**src/rtl/bram_port_master.sv**
```systemverilog
// bram_port_master
// Turns a valid/ready request stream into accesses on a single-port block RAM
// with a registered (1-cycle) read port. It returns read data on a
// valid/ready response channel and keeps 16-bit counters of the writes
// accepted and the read responses completed.
//
// Ports
//   clk, rst              clock, synchronous active-high reset
//   req_valid/req_ready   request handshake
//   req_we                1 = write, 0 = read
//   req_addr, req_wdata   request word address and write data
//   rsp_valid/rsp_ready   read response handshake
//   rsp_rdata             read data
//   mem_we/mem_addr/mem_din/mem_dout   block RAM port (dout registered)
//   rd_count, wr_count    completed reads / accepted writes, mod 2^16
module bram_port_master #(
    parameter int DATA_WIDTH = 8,
    parameter int ADDR_WIDTH = 10
) (
    input  logic                  clk,
    input  logic                  rst,
    input  logic                  req_valid,
    output logic                  req_ready,
    input  logic                  req_we,
    input  logic [ADDR_WIDTH-1:0] req_addr,
    input  logic [DATA_WIDTH-1:0] req_wdata,
    output logic                  rsp_valid,
    input  logic                  rsp_ready,
    output logic [DATA_WIDTH-1:0] rsp_rdata,
    output logic                  mem_we,
    output logic [ADDR_WIDTH-1:0] mem_addr,
    output logic [DATA_WIDTH-1:0] mem_din,
    input  logic [DATA_WIDTH-1:0] mem_dout,
    output logic [15:0]           rd_count,
    output logic [15:0]           wr_count
);

    typedef enum logic [1:0] {
        IDLE      = 2'd0,
        READ_WAIT = 2'd1,
        RSP_HOLD  = 2'd2
    } state_t;

    state_t                state_q, state_d;
    logic                  rsp_valid_q, rsp_valid_d;
    logic [DATA_WIDTH-1:0] rdata_q, rdata_d;
    logic [ADDR_WIDTH-1:0] addr_q, addr_d;
    logic [15:0]           rd_cnt_q, rd_cnt_d;
    logic [15:0]           wr_cnt_q, wr_cnt_d;
    logic                  accept;

    // A new request can enter while idle, or in the same cycle the held
    // response is consumed; nothing is accepted while reset is asserted.
    assign req_ready = !rst && ((state_q == IDLE) ||
                                ((state_q == RSP_HOLD) && rsp_ready));
    assign accept    = req_valid && req_ready;

    // The memory port is driven straight from the accepted request so the RAM
    // sees it at the accept edge; otherwise the address parks on the last one.
    assign mem_we    = accept && req_we;
    assign mem_din   = req_wdata;
    assign mem_addr  = rst ? '0 : (accept ? req_addr : addr_q);

    assign rsp_valid = rsp_valid_q;
    assign rsp_rdata = rdata_q;
    assign rd_count  = rd_cnt_q;
    assign wr_count  = wr_cnt_q;

    always_comb begin
        state_d     = state_q;
        rsp_valid_d = rsp_valid_q;
        rdata_d     = rdata_q;
        addr_d      = addr_q;
        rd_cnt_d    = rd_cnt_q;
        wr_cnt_d    = wr_cnt_q;

        if (accept) begin
            addr_d = req_addr;
        end
        if (accept && req_we) begin
            wr_cnt_d = wr_cnt_q + 16'd1;
        end

        case (state_q)
            IDLE: begin
                if (accept && !req_we) begin
                    state_d = READ_WAIT;
                end
            end
            READ_WAIT: begin
                // RAM output now reflects the address presented at accept.
                rdata_d     = mem_dout;
                rsp_valid_d = 1'b1;
                state_d     = RSP_HOLD;
            end
            RSP_HOLD: begin
                if (rsp_ready) begin
                    rd_cnt_d    = rd_cnt_q + 16'd1;
                    rsp_valid_d = 1'b0;
                    state_d     = (accept && !req_we) ? READ_WAIT : IDLE;
                end
            end
            default: begin
                state_d     = IDLE;
                rsp_valid_d = 1'b0;
            end
        endcase
    end

    always_ff @(posedge clk) begin
        if (rst) begin
            state_q     <= IDLE;
            rsp_valid_q <= 1'b0;
            rdata_q     <= '0;
            addr_q      <= '0;
            rd_cnt_q    <= 16'd0;
            wr_cnt_q    <= 16'd0;
        end else begin
            state_q     <= state_d;
            rsp_valid_q <= rsp_valid_d;
            rdata_q     <= rdata_d;
            addr_q      <= addr_d;
            rd_cnt_q    <= rd_cnt_d;
            wr_cnt_q    <= wr_cnt_d;
        end
    end

endmodule

```
**config.mk**
```make
export PLATFORM = sky130hd
export DESIGN_NAME = bram_port_master
export DESIGN_NICKNAME = d
export VERILOG_FILES = /design/src/rtl/bram_port_master.sv
export SDC_FILE = /design/constraint.sdc
export NUM_CORES = 1
export LEC_CHECK = 0
export BUFFER_PORTS_ARGS = -buffer_cell sky130_fd_sc_hd__buf_4
export CAP_MARGIN = 30
export CORE_MARGIN = 8
export CORE_UTILIZATION = 54
export CTS_BUF_LIST = sky130_fd_sc_hd__clkbuf_8
export CTS_CLUSTER_DIAMETER = 120
export CTS_CLUSTER_SIZE = 30
export DETAILED_ROUTE_END_ITERATION = 12
export HOLD_SLACK_MARGIN = 0.06
export PLACE_DENSITY = 0.88
export SYNTH_ARGS = -nofsm -noshare
export SYNTH_HDL_FRONTEND = slang
export SYNTH_SLANG_ARGS = --single-unit
```
**constraint.sdc**
```tcl
create_clock -name clk -period 2.5 [get_ports clk]
set_input_delay 0.125 -clock clk [delete_from_list [all_inputs] [get_ports clk]]
set_output_delay 0.125 -clock clk [all_outputs]
set_load 0.05 [all_outputs]
```
# Word level (Yosys, flattened, before mapping)
# Cells that the tools add are included.
dict set report op_classes {
  n_shift 0
  muxes 8
  multipliers 0
  div 0
  eq_ne 4
  n_bitwise 1
  order_cmp 0
  n_reduce_logical 12
  addsub 2
}
# cell n
set op_table {}
lappend op_table {{adder 16 x 1 -> 16 bit (second input constant)} 2}
lappend op_table {{2-to-1 mux 10 bit} 2}
lappend op_table {{one-hot mux 2 bit (3 select lines)} 1}
lappend op_table {{AND reduction 2 bit} 3}
lappend op_table {{logical AND 1 bit} 5}
lappend op_table {{2-to-1 mux 2 bit} 2}
lappend op_table {{one-hot mux 1 bit (3 select lines)} 1}
lappend op_table {{equality test 2 x 1 -> 1 bit (second input constant)} 1}
lappend op_table {{equality test 2 bit (second input constant)} 1}
lappend op_table {{logical NOT 1 bit} 2}
lappend op_table {{logical NOT 2 bit} 1}
lappend op_table {{2-to-1 mux 1 bit} 2}
lappend op_table {{inequality test 2 x 1 -> 1 bit (second input constant)} 1}
lappend op_table {{inequality test 2 bit (second input constant)} 1}
lappend op_table {{logical OR 1 bit} 1}
lappend op_table {{inverter 1 bit} 1}
dict set report word_totals {
  memories 0
  romBits 0
  latchBits 0
  register_bits 53
  ram_bits 0
  inputBits 31
}

# Longest topological paths before layout
dict set report logic_depth {
  ltp_word 9
  depth_mapped 6
  mapped_depth_nobuf 5
}

# Least setup slack after synthesis
# Ideal clock, no wire load.
dict set report synth_path {
  path_kind {register to register}
  from {reg state_q[0]}
  to {reg addr_q[0]}
  stages_incl_launch_ff 6
  arrival_ps 1901
  setup_time_ps 210
  setup_slack_ps 389
  n_path_buf 1
  path_cell_list {dfxtp_1 > nor2_2 > and3_1 > clkbuf_1 > nand2_1 > a21oi_1}
}
dict set report synth_via {
  elab_chain_len 7
}
# element line_no
set synth_lines {}
lappend synth_lines {{from (decl)} 44} ;# state_t state_q, state_d;
lappend synth_lines {{from (signal assigned)} 119} ;# state_q <= state_d;
lappend synth_lines {{equality test 2 bit} 55} ;# ((state_q == RSP_HOLD) && rsp_ready));
lappend synth_lines {{logical AND 1 bit} 55}
lappend synth_lines {{logical OR 1 bit *} 54} ;# assign req_ready = !rst && ((state_q == IDLE) ||
lappend synth_lines {{logical AND 1 bit *} 54}
lappend synth_lines {{logical AND 1 bit *} 56} ;# assign accept = req_valid && req_ready;
lappend synth_lines {{2-to-1 mux 10 bit * (2 in series)} n/a}
lappend synth_lines {{named net mem_addr[0]} 31} ;# output logic [ADDR_WIDTH-1:0] mem_addr,
lappend synth_lines {{to (signal assigned)} 122} ;# addr_q <= addr_d;
lappend synth_lines {{to (decl)} 47} ;# logic [ADDR_WIDTH-1:0] addr_q, addr_d;
# The timed path passes the listed nets; every way through them passes the cells marked *.
# A chain may end at the register's enable or synchronous reset.

# Worst setup path after layout
dict set report layout_path {
  from {reg state_q[0]}
  to {out mem_addr[5]}
}
dict set report layout_via {
  elab_chain_len 7
}
# element line_no
set layout_lines {}
lappend layout_lines {{equality test 2 bit} 55}
lappend layout_lines {{logical AND 1 bit} 55}
lappend layout_lines {{logical OR 1 bit *} 54}
lappend layout_lines {{logical AND 1 bit *} 54}
lappend layout_lines {{logical AND 1 bit *} 56}
lappend layout_lines {{2-to-1 mux 10 bit * (2 in series)} n/a}
lappend layout_lines {{to (decl)} 31}
# Mark *: on every way between the ends. The rest lies on a longest branch, timed or not.

==> parameters.txt <==
Parameter                              Value

Die
  Width of the die ... about 81 um
  Die area ... around 0.0066 mm^2
  IO Count ... 92
  # rows ... 23
  Effective utilization at floorplan ... between 50% and 60%
  Vertical die dimension ... between 80 and 90 um
  Standard cell core area ... 0.00403 mm^2

CTS
  Post-CTS clock slew at the launch and capture registers of the worst setup and hold paths ... roughly 0.090 ns
  Clock tree from TritonCTS ... yes
  Post-CTS setup buffer count ... 0
  Resize count post-CTS ... 0
  Number of sinks handled by clock tree synthesis ... between 50 and 60
  H-tree levels ... 2
  Clock Path Buffers ... 2
  Number of buffers created by CTS ... 5
  Hold-fix buffers at CTS ... 6
  Clock latency on the worst-skew pair ... between 0.3 and 0.4 ns
  Clk Tree Root Cell ... sky130_fd_sc_hd__clkbuf_8

Setup path
  Critical path required time ... 2.38 ns
  Category of the worst setup path launch point ... flop
  Crit Path Category ... flop to output port
  Worst Path Arrival ... slightly below 2 ns
  Max incr delay on CP ... approximately 0.43 ns
  Endpoint class of the critical path ... output port
  Largest fanout on the critical path ... 11
  Ordered list of cells on the worst path ... nor2_2 -> and3_1 -> nand2_1 -> a21oi_1 -> buf_4
  Slowest-stage cell, CP ... sky130_fd_sc_hd__and3_1
  Worst R2R Setup Slack ... 0.60 ns

Run status
  Outcome ... finished clean

Yosys
  Gate count of the mapped netlist ... ~270
  Syn Area/Cell ... 8.39 um^2
  Fraction of synthesized cell area taken by the top area cell type ... between 40% and 50%
  Most frequent cells after synthesis ... sky130_fd_sc_hd__dfxtp_1 (53), sky130_fd_sc_hd__nand2_1 (45), sky130_fd_sc_hd__a21oi_1 (36)
  Async set or reset register ratio after synthesis ... 0%
  Yosys warning count ... 0
  Nets in the synthesized netlist ... between 300 and 400
  Register bit count reported by yosys ... 53
  Cell variety after synth ... 37
  Most common flop cell mapped by yosys ... sky130_fd_sc_hd__dfxtp_1
  Count of flip-flops with a built-in enable after synthesis ... 0
  Biggest area contributors in the synthesized netlist ... sky130_fd_sc_hd__dfxtp_1 (46%), sky130_fd_sc_hd__a21oi_1 (7.9%), sky130_fd_sc_hd__nand2_1 (7.4%)
  Most used standard cell by instance count after synthesis ... sky130_fd_sc_hd__dfxtp_1
  Area of the mapped netlist ... 0.00228 mm^2
  Sequential cell area fraction in the yosys report ... around 46%
  Cell taking the most area after synthesis ... sky130_fd_sc_hd__dfxtp_1

Global route
  Pin count of the biggest net entering global routing ... 55
  Met1 Track Usage GR ... a little over a fifth
  Global route hottest layer ... met2
  GR met3 Demand/Resource ... 7.62%
  Total congestion overflow after global routing ... 0
  Overall fraction of global-route tracks in use ... between 10% and 20%
  Global-route met2 utilization ... around 33%
  Vias in the first global route ... between 2000 and 2500
  Wire length of the first global-routing pass ... 10.1 mm
  Number of antenna violations at the first check in global routing ... 0

Place
  Total half-perimeter wirelength after legalization and detailed placement ... approximately 4.2 mm
  Port-buffer cells ... between 70 and 80
  DP Area ... roughly 0.0028 mm^2
  Global placement routability congestion ... 0.758

Pwr
  Power Total ... about 1.7 mW
  Worst IR Drop VDD ... around 330 uV
  Power density over the cells ... 552 mW/mm^2
  Leakage dissipation ... about 1.2 nW

STA
  Unrepaired setup endpoints after global routing ... no
  Slew at the pin closest to its max-slew limit ... between 0.5 and 0.6 ns
  Worst Skew ... between 0.009 and 0.01 ns
  Final-layout setup total negative slack ... 0 ns
  Hold violation count in the final report ... 0
  Final critical path time including I/O delays and setup ... a little over 2 ns
  Worst max-slew margin expressed relative to the limit ... 63.7%
  Final worst path period share ... between 80% and 90%
  Final Hold Slack ... between 0.06 and 0.07 ns
  Max Clock Freq ... ~0.49 GHz
  Max Slew Vio Count ... 0
  Count of endpoints failing setup in the final report ... 0

Cells and area
  Final #Nets ... ~380
  Area overhead of the layout relative to synthesis ... 31.0%
  Filler Cells Inserted ... 301
  Final standard cell area without fillers ... between 0.002 and 0.003 mm^2
  Sequential cell area ... 0.00106 mm^2
  Layout cell share with drive strength beyond 1 ... between 20% and 30%
  Ant diodes ... 0
  Multi-input logic area ... 0.00110 mm^2

Routing
  Routed wirelength normalized by instance count ... ~15 um
  Antenna Nets Post-Route ... 0
  Number of remaining DRC errors ... 0
  Drt first pass iters ... 4
  WL final ... slightly above 6 mm
  Vias per inst ... 5.62
  Iteration-0 DRC count of the detailed router ... around 150
  Total number of vias ... around 2200

Flow run
  Max-cap violation count ... 0

Worst hold path
  Hold crit path type ... input port to flop
-- critical path: cells and delay by family, from the launching register on --
family	cells	cell delay, ns
simple gates	3	0.80
flops	1	0.39
buf+inv	1	0.24
compound gates	1	0.19
-- area by class of cell --
| type | count | share of cell area [%] |
|---|---|---|
| sequential | 53 | 35.5 |
| tap | 50 | 2.09 |
| multi-input combinational | 195 | 36.8 |
| clock inverter | 2 | 1.26 |
| clock buffer | 6 | 2.76 |
| timing repair buffer | 81 | 20.8 |
| inverter | 6 | 0.753 |
-- registers in the layout (all words and copies together), names as in the netlist --
| register | cells |
|---|---|
| addr_q | 10 |
| wr_count | 16 |
| rsp_valid | 1 |
| rd_count | 16 |
| rsp_rdata | 8 |
| state_q | 2 |
-- final timing paths --
path,endpoint,depth (start not counted),start
min reg2reg,rsp_rdata[7],2,rsp_rdata[7]
max reg2reg,wr_count[14],5,wr_count[0]
max,mem_addr[5],5,state_q[0]
min,rsp_rdata[7],3,mem_dout[7]
-- power by group --
part	switching (mW)	leakage, nW	internal, mW	total, mW
clock network	0.281	0.0574	0.326	0.606
logic	0.113	0.757	0.0632	0.176
registers	0.0100	0.429	0.859	0.869
-- through the flow --
stage	worst slack, ns	instances	util [%]
floorplan	0.389	272	-
global placement	0.732	379	69.8
detailed placement	0.672	379	69.8
CTS	0.459	393	74.2
global route	0.217	393	74.2
finish	0.445	393	74.2
-- cell families after synthesis --
kind of cell / after synthesis / synth area share [%]
XOR/XNOR: 12 / 4.61
multiplexers: 3 / 1.37
buffers and inverters: 24 / 5.26
AO/OA/AOI/OAI: 53 / 12.2
adder cells (fa/ha/maj): 2 / 1.10
flip-flops: 53 / 46.5
AND/OR/NAND/NOR: 125 / 28.9
-- layout by cell type (no fill, tap or decap), types with 2 or more instances in the layout --
master | Yosys | routed
sky130_fd_sc_hd__mux2i_1 | 2 | 2
sky130_fd_sc_hd__and3_1 | 3 | 3
sky130_fd_sc_hd__nand4_1 | 9 | 9
sky130_fd_sc_hd__or3_1 | 12 | 12
sky130_fd_sc_hd__inv_1 | 6 | 6
sky130_fd_sc_hd__a21oi_1 | 36 | 36
sky130_fd_sc_hd__buf_4 | 8 | 75
sky130_fd_sc_hd__xnor2_1 | 6 | 6
sky130_fd_sc_hd__and4_1 | 3 | 3
sky130_fd_sc_hd__dlygate4sd3_1 | 0 | 6
sky130_fd_sc_hd__or3b_2 | 2 | 2
sky130_fd_sc_hd__xor2_1 | 6 | 6
sky130_fd_sc_hd__ha_1 | 2 | 2
sky130_fd_sc_hd__nor4_1 | 2 | 2
sky130_fd_sc_hd__nor2_1 | 17 | 17
sky130_fd_sc_hd__clkbuf_8 | 0 | 6
sky130_fd_sc_hd__o21ai_0 | 12 | 12
sky130_fd_sc_hd__nand3_1 | 10 | 10
sky130_fd_sc_hd__o31ai_1 | 3 | 3
sky130_fd_sc_hd__nor3_1 | 5 | 5
sky130_fd_sc_hd__nand2_1 | 45 | 45
sky130_fd_sc_hd__or4_1 | 4 | 4
sky130_fd_sc_hd__dfxtp_1 | 53 | 53
sky130_fd_sc_hd__nand2b_1 | 3 | 3
-- per-layer routing --
layer | wire length (um) | up-vias | share of wire, %
met4 | 113 | 0 | 1.9
li1 | - | 1086 | -
met1 | 2400 | 1042 | 40
met2 | 3020 | 69 | 50
met5 | 0 | - | 0
met3 | 539 | 12 | 8.9
(Power assumes the default switching activity.)
